**src/rtl/core_prefetch.sv**
```systemverilog
// Bus interface unit: prefetches code bytes at CS:IP into a small byte queue and
// arbitrates core data reads/writes onto the shared single-port memory bus.
module core_prefetch #(
  parameter int DEPTH = 4
) (
  input  logic        clock,
  input  logic        reset,
  input  logic        flush,
  input  logic [15:0] cs_in,
  input  logic [15:0] ip_in,
  input  logic        q_pop,
  output logic        q_valid,
  output logic [7:0]  q_data,
  output logic [15:0] q_ip,
  output logic [4:0]  q_count,
  input  logic        d_req,
  input  logic        d_we,
  input  logic [19:0] d_addr,
  input  logic [7:0]  d_wdata,
  output logic        d_ack,
  output logic [7:0]  d_rdata,
  output logic [19:0] mem_addr,
  output logic [7:0]  mem_wdata,
  output logic        mem_we,
  output logic        mem_req,
  input  logic        mem_ready,
  input  logic [7:0]  mem_rdata
);

  localparam int AW = $clog2(DEPTH);

  typedef enum logic [1:0] {IDLE, FETCH, DATA} state_t;
  state_t state, next;

  logic [7:0]    buffer [DEPTH];
  logic [AW-1:0] head, tail;
  logic [4:0]    count;
  logic [15:0]   fetch_cs, fetch_ip;
  logic [15:0]   seg, off;
  logic [19:0]   fetch_addr;
  logic          drop;
  logic          push, pop;

  // A flush in the same cycle as the IDLE decision retargets the next fetch immediately.
  assign seg        = flush ? cs_in : fetch_cs;
  assign off        = flush ? ip_in : fetch_ip;
  assign fetch_addr = {seg, 4'h0} + {4'h0, off};

  assign push = (state == FETCH) && mem_ready && !drop && !flush;
  assign pop  = q_pop && (count != 5'd0) && !flush;

  assign q_valid = (count != 5'd0);
  assign q_data  = buffer[head];
  assign q_count = count;

  always_comb begin
    next = state;
    case (state)
      IDLE: begin
        if (d_req) next = DATA;
        else if (flush || count < 5'(DEPTH)) next = FETCH;
      end
      FETCH, DATA: if (mem_ready) next = IDLE;
      default: next = IDLE;
    endcase
  end

  always_ff @(posedge clock) begin
    if (reset) state <= IDLE;
    else       state <= next;
  end

  // Data handshake: d_req is held (with stable d_we/d_addr/d_wdata) until d_ack, which
  // pulses for one cycle after the memory edge; the core drops d_req in that cycle.
  always_ff @(posedge clock) begin
    if (reset) begin
      mem_req   <= 1'b0;
      mem_we    <= 1'b0;
      mem_addr  <= 20'h0;
      mem_wdata <= 8'h0;
      d_ack     <= 1'b0;
      d_rdata   <= 8'h0;
      drop      <= 1'b0;
    end else begin
      d_ack <= (state == DATA) && mem_ready;
      if ((state == DATA) && mem_ready && !mem_we) d_rdata <= mem_rdata;
      if (state == IDLE && next == DATA) begin
        mem_req   <= 1'b1;
        mem_we    <= d_we;
        mem_addr  <= d_addr;
        mem_wdata <= d_wdata;
      end else if (state == IDLE && next == FETCH) begin
        mem_req  <= 1'b1;
        mem_we   <= 1'b0;
        mem_addr <= fetch_addr;
      end else if (state != IDLE && mem_ready) begin
        mem_req <= 1'b0;
        mem_we  <= 1'b0;
      end
      // An in-flight fetch overtaken by a flush still finishes on the bus; its byte is discarded.
      if (state == FETCH && mem_ready) drop <= 1'b0;
      else if (state == FETCH && flush) drop <= 1'b1;
    end
  end

  always_ff @(posedge clock) begin
    if (reset) begin
      head     <= '0;
      tail     <= '0;
      count    <= 5'd0;
      q_ip     <= 16'h0;
      fetch_cs <= 16'h0;
      fetch_ip <= 16'h0;
    end else if (flush) begin
      head     <= '0;
      tail     <= '0;
      count    <= 5'd0;
      q_ip     <= ip_in;
      fetch_cs <= cs_in;
      fetch_ip <= ip_in;
    end else begin
      if (push) begin
        tail     <= tail + 1'b1;
        fetch_ip <= fetch_ip + 16'd1;
      end
      if (pop) begin
        head <= head + 1'b1;
        q_ip <= q_ip + 16'd1;
      end
      case ({push, pop})
        2'b10:   count <= count + 5'd1;
        2'b01:   count <= count - 5'd1;
        default: count <= count;
      endcase
    end
  end

  always_ff @(posedge clock) begin
    if (push) buffer[tail] <= mem_rdata;
  end

endmodule

```
**config.mk**
```make
export PLATFORM = sky130hd
export DESIGN_NAME = core_prefetch
export DESIGN_NICKNAME = d
export VERILOG_FILES = /design/src/rtl/core_prefetch.sv
export SDC_FILE = /design/constraint.sdc
export NUM_CORES = 1
export LEC_CHECK = 0
export CAP_MARGIN = 20
export CORE_UTILIZATION = 35
export CTS_BUF_LIST = sky130_fd_sc_hd__clkbuf_8
export DETAILED_ROUTE_END_ITERATION = 8
export HOLD_SLACK_MARGIN = 0.12
export PLACE_DENSITY = 0.7
export SYNTH_ARGS = -nofsm -noshare
export SYNTH_HDL_FRONTEND = slang
export SYNTH_SLANG_ARGS = --single-unit
```
**constraint.sdc**
```tcl
create_clock -name clock -period 9.6 [get_ports clock]
set_input_delay 1.92 -clock clock [delete_from_list [all_inputs] [get_ports clock]]
set_output_delay 1.92 -clock clock [all_outputs]
set_load 0.005 [all_outputs]
```
==> results.json <==
{
  "hold_violations": 0,
  "drc": 9,
  "outcome": "finished with violations",
  "antenna_found_initial": 0,
  "rows": 49,
  "cp-start-kind": "input port",
  "setup_viol": 0,
  "syn-instance-count": 640,
  "clk_path_buf_depth": 2,
  "place_hpwl_um": 12000,
  "crit_path_cell_trace": "buf_2 -> buf_4 -> mux2i_1 -> inv_1 -> ha_1 -> a211oi_1 -> o21ai_0 -> o2111ai_1 -> a211oi_1 -> a211oi_1 -> a211oi_1",
  "ys_warn_count": 0,
  "ys_ff_latch": 133,
  "grtUsageTotal_pct": 17.8,
  "synth_seq_area_share_pct": 45.6,
  "layout_commonest_cell": "clkdlybuf4s50_1",
  "grt_pass1_wl_um": 26400,
  "io_pins": 144,
  "rsz0062_at_grt": "false",
  "fin_crit_ns": 4.63,
  "first_pass_iters": 6,
  "synth_nets": 743,
  "ir_drop_uv": 86.6,
  "io_buffer_count": 143,
  "p_leak_nw": 3.26,
  "synth_area_per_cell_um2": 10.2,
  "finalCritPeriodShare_pct": 48.2,
  "core_area_um2": 18100,
  "slew_headroom_pct": 34.1,
  "multiInputGateArea_um2": 3370,
  "grt_start_max_net_pins": 49,
  "first_global_vias": 4980,
  "cts_tree": "built",
  "path_buf_inv": 3,
  "synth_area_um2": 6540,
  "crit_type": "input port to flop",
  "hold_buffers": 0,
  "post_drt_wl_per_cell_um": 16.4,
  "htreeDepth": 4,
  "cp.required_ns": 9.92,
  "violations": "design-rule violations",
  "skew_ns": 0.0109,
  "place.gp.congestion": 0.816,
  "synth_edf_count": 32,
  "cpMaxStageDelayCell": "o2111ai_1",
  "post_cts_buffers": 0,
  "synthToLayoutAreaGrowth_pct": 29.3,
  "drt_iter0_markers": 247,
  "clkSlewWorstSetupHoldPaths_ns": 0.08,
  "pre_cts_slack_ns": 4.53,
  "avgViaCountPerCell": 5.06,
  "worstSkewPairLatency_ns": 0.45,
  "seq_area_um2": 2980,
  "worst_slew_pin_slew_ns": 0.988,
  "power_density_nw_per_um2": 152,
  "maxCapViolCount": 0,
  "crit_fanout": 48,
  "holdCritPathClass": "flop to flop",
  "vias": 5130,
  "crit_arrival_ns": 4.95,
  "synth_flop_cell": "dfxtp_1",
  "end_kind": "flop",
  "start_util_pct": 36.1,
  "die_width_um": 139,
  "fill_cells": 1696,
  "final.setup.worst_slack_ns": 4.97,
  "slew_viol_final": 0,
  "cts_root_buffer": "clkbuf_8",
  "nets": 876,
  "cts_buffers": 17,
  "final_antenna_net_count": 0,
  "chipHeight_um": 139,
  "routed_wl_um": 16600,
  "synth_async_sr_flop_share_pct": 0,
  "crit_family": "compound AO/OA/AOI/OAI gates",
  "max_freq_mhz": 216,
  "cp_slowest_stage_delay_ns": 0.60,
  "overflow": 0,
  "layout-drive-gt1-share_pct": 9.06,
  "crit_top_cell": "a211oi_1",
  "cts_resized": 0,
  "cts_sinks": 133,
  "die-area_um2": 19200,
  "tns_ns": 0,
  "num_antenna_cells": 0,
  "final_cell_mix": "141 x clkdlybuf4s50_1, 101 x dfxtp_1, 60 x nor2_1",
  "synth_cell_type_count": 63
}
[layer usage]
metal	global-route usage, %	wire, um	up-vias
met5	0	0	-
met4	9.06	474	0
met3	3.73	697	36
met2	29.1	7840	132
met1	22.2	7630	2399
li1	-	-	2563
[path summary, 6_finish.rpt]
check / end / slack [ns] / from / cells after the start
max reg2reg: q_count[4] / 6.54 / state[1] / 12
min reg2reg: mem_addr[1] / 0.46 / mem_addr[1] / 2
min: mem_addr[1] / 0.46 / mem_addr[1] / 2
max: mem_addr[13] / 4.97 / flush / 11
[logic make-up after synthesis]
group                      Yosys count  share of synthesized area [%]
muxes                               52                           9.90
adders and majority gates           28                           5.58
buffers and inverters               46                           2.96
DFF                                133                           45.6
AOI/OAI and AO/OA                  145                           15.4
and+or+nand+nor                    192                           14.7
xor gates and xnor gates            44                           5.89
[area by class of cell]
class,instances,area share [%]
tap,229,3.39
sequential,133,35.3
clock buffer,18,2.93
multi-input combinational,461,39.8
timing repair buffer,147,17.2
inverter,13,0.577
clock inverter,12,0.902
[worst register-to-register path, stage by stage (launching register included)]
cell	delay (ns)
dfxtp_1	0.34
inv_1	0.15
ha_1	0.21
and3b_1	0.50
and2_1	0.20
inv_1	0.04
ha_1	0.26
fa_1	0.43
a21o_1	0.17
a21oi_1	0.16
xor2_1	0.09
or3_1	0.30
a21oi_1	0.13
[registers in the layout, summed over array words and instances (netlist names), named ones only]
register / flops
tail: 2
mem_req: 1
q_ip: 16
d_ack: 1
state: 2
fetch_cs: 16
mem_we: 1
q_count: 5
mem_wdata: 8
mem_addr: 20
drop: 1
buffer: 32
head: 2
fetch_ip: 16
d_rdata: 8
[metrics by stage]
| stage | cell area, um^2 | hold slack, ns | power [W] | cells | util (%) |
|---|---|---|---|---|---|
| detailed placement | 8140 | 0.450 | 0.000888 | 983 | 44.8 |
| CTS | 8460 | 0.460 | 0.00130 | 1013 | 46.6 |
| global placement | 8140 | 0.444 | 0.000886 | 983 | 44.8 |
| global route | 8460 | 0.473 | 0.00134 | 1013 | 46.6 |
| floorplan | 6540 | 0.453 | 0.000775 | 640 | - |
| finish | 8460 | 0.459 | 0.00128 | 1013 | 46.6 |
[Yosys cell counts (2+ instances only)]
cell type / instances / area (um^2)
a211oi_1: 14 / 105
a21boi_0: 16 / 120
a21o_1: 5 / 37.5
a21oi_1: 39 / 195
a221oi_2: 2 / 30.0
a22oi_1: 3 / 22.5
a31oi_1: 3 / 18.8
a32oi_1: 3 / 26.3
and2_1: 16 / 100
and3_1: 15 / 93.8
and3b_1: 2 / 17.5
and4_1: 4 / 35.0
buf_1: 4 / 15.0
buf_2: 5 / 25.0
buf_6: 2 / 22.5
clkbuf_1: 22 / 82.6
dfxtp_1: 101 / 2020
edfxtp_1: 32 / 961
fa_1: 2 / 40.0
ha_1: 26 / 325
inv_1: 13 / 48.8
mux2_2: 22 / 248
mux2i_1: 22 / 220
mux4_2: 8 / 180
nand2_1: 50 / 188
nand2b_1: 3 / 18.8
nand3_1: 8 / 40.0
nand4_1: 7 / 43.8
nor2_1: 60 / 225
nor2b_1: 6 / 37.5
nor3_1: 8 / 40.0
nor3b_1: 2 / 15.0
o211a_1: 4 / 40.0
o211ai_1: 7 / 52.6
o21a_1: 13 / 97.6
o21ai_0: 19 / 95.1
o22ai_1: 2 / 12.5
o31ai_1: 3 / 22.5
xnor2_1: 24 / 210
xor2_1: 20 / 175
[power breakdown]
part           switching [W]  internal (W)  leakage (nW)  total (W)
Sequential         0.0000219      0.000604          1.12   0.000626
Clock               0.000208      0.000200         0.189   0.000408
Combinational       0.000120      0.000131          1.95   0.000251
Total               0.000350      0.000934          3.26    0.00128
Note: power is estimated with default switching activity, not from simulation.
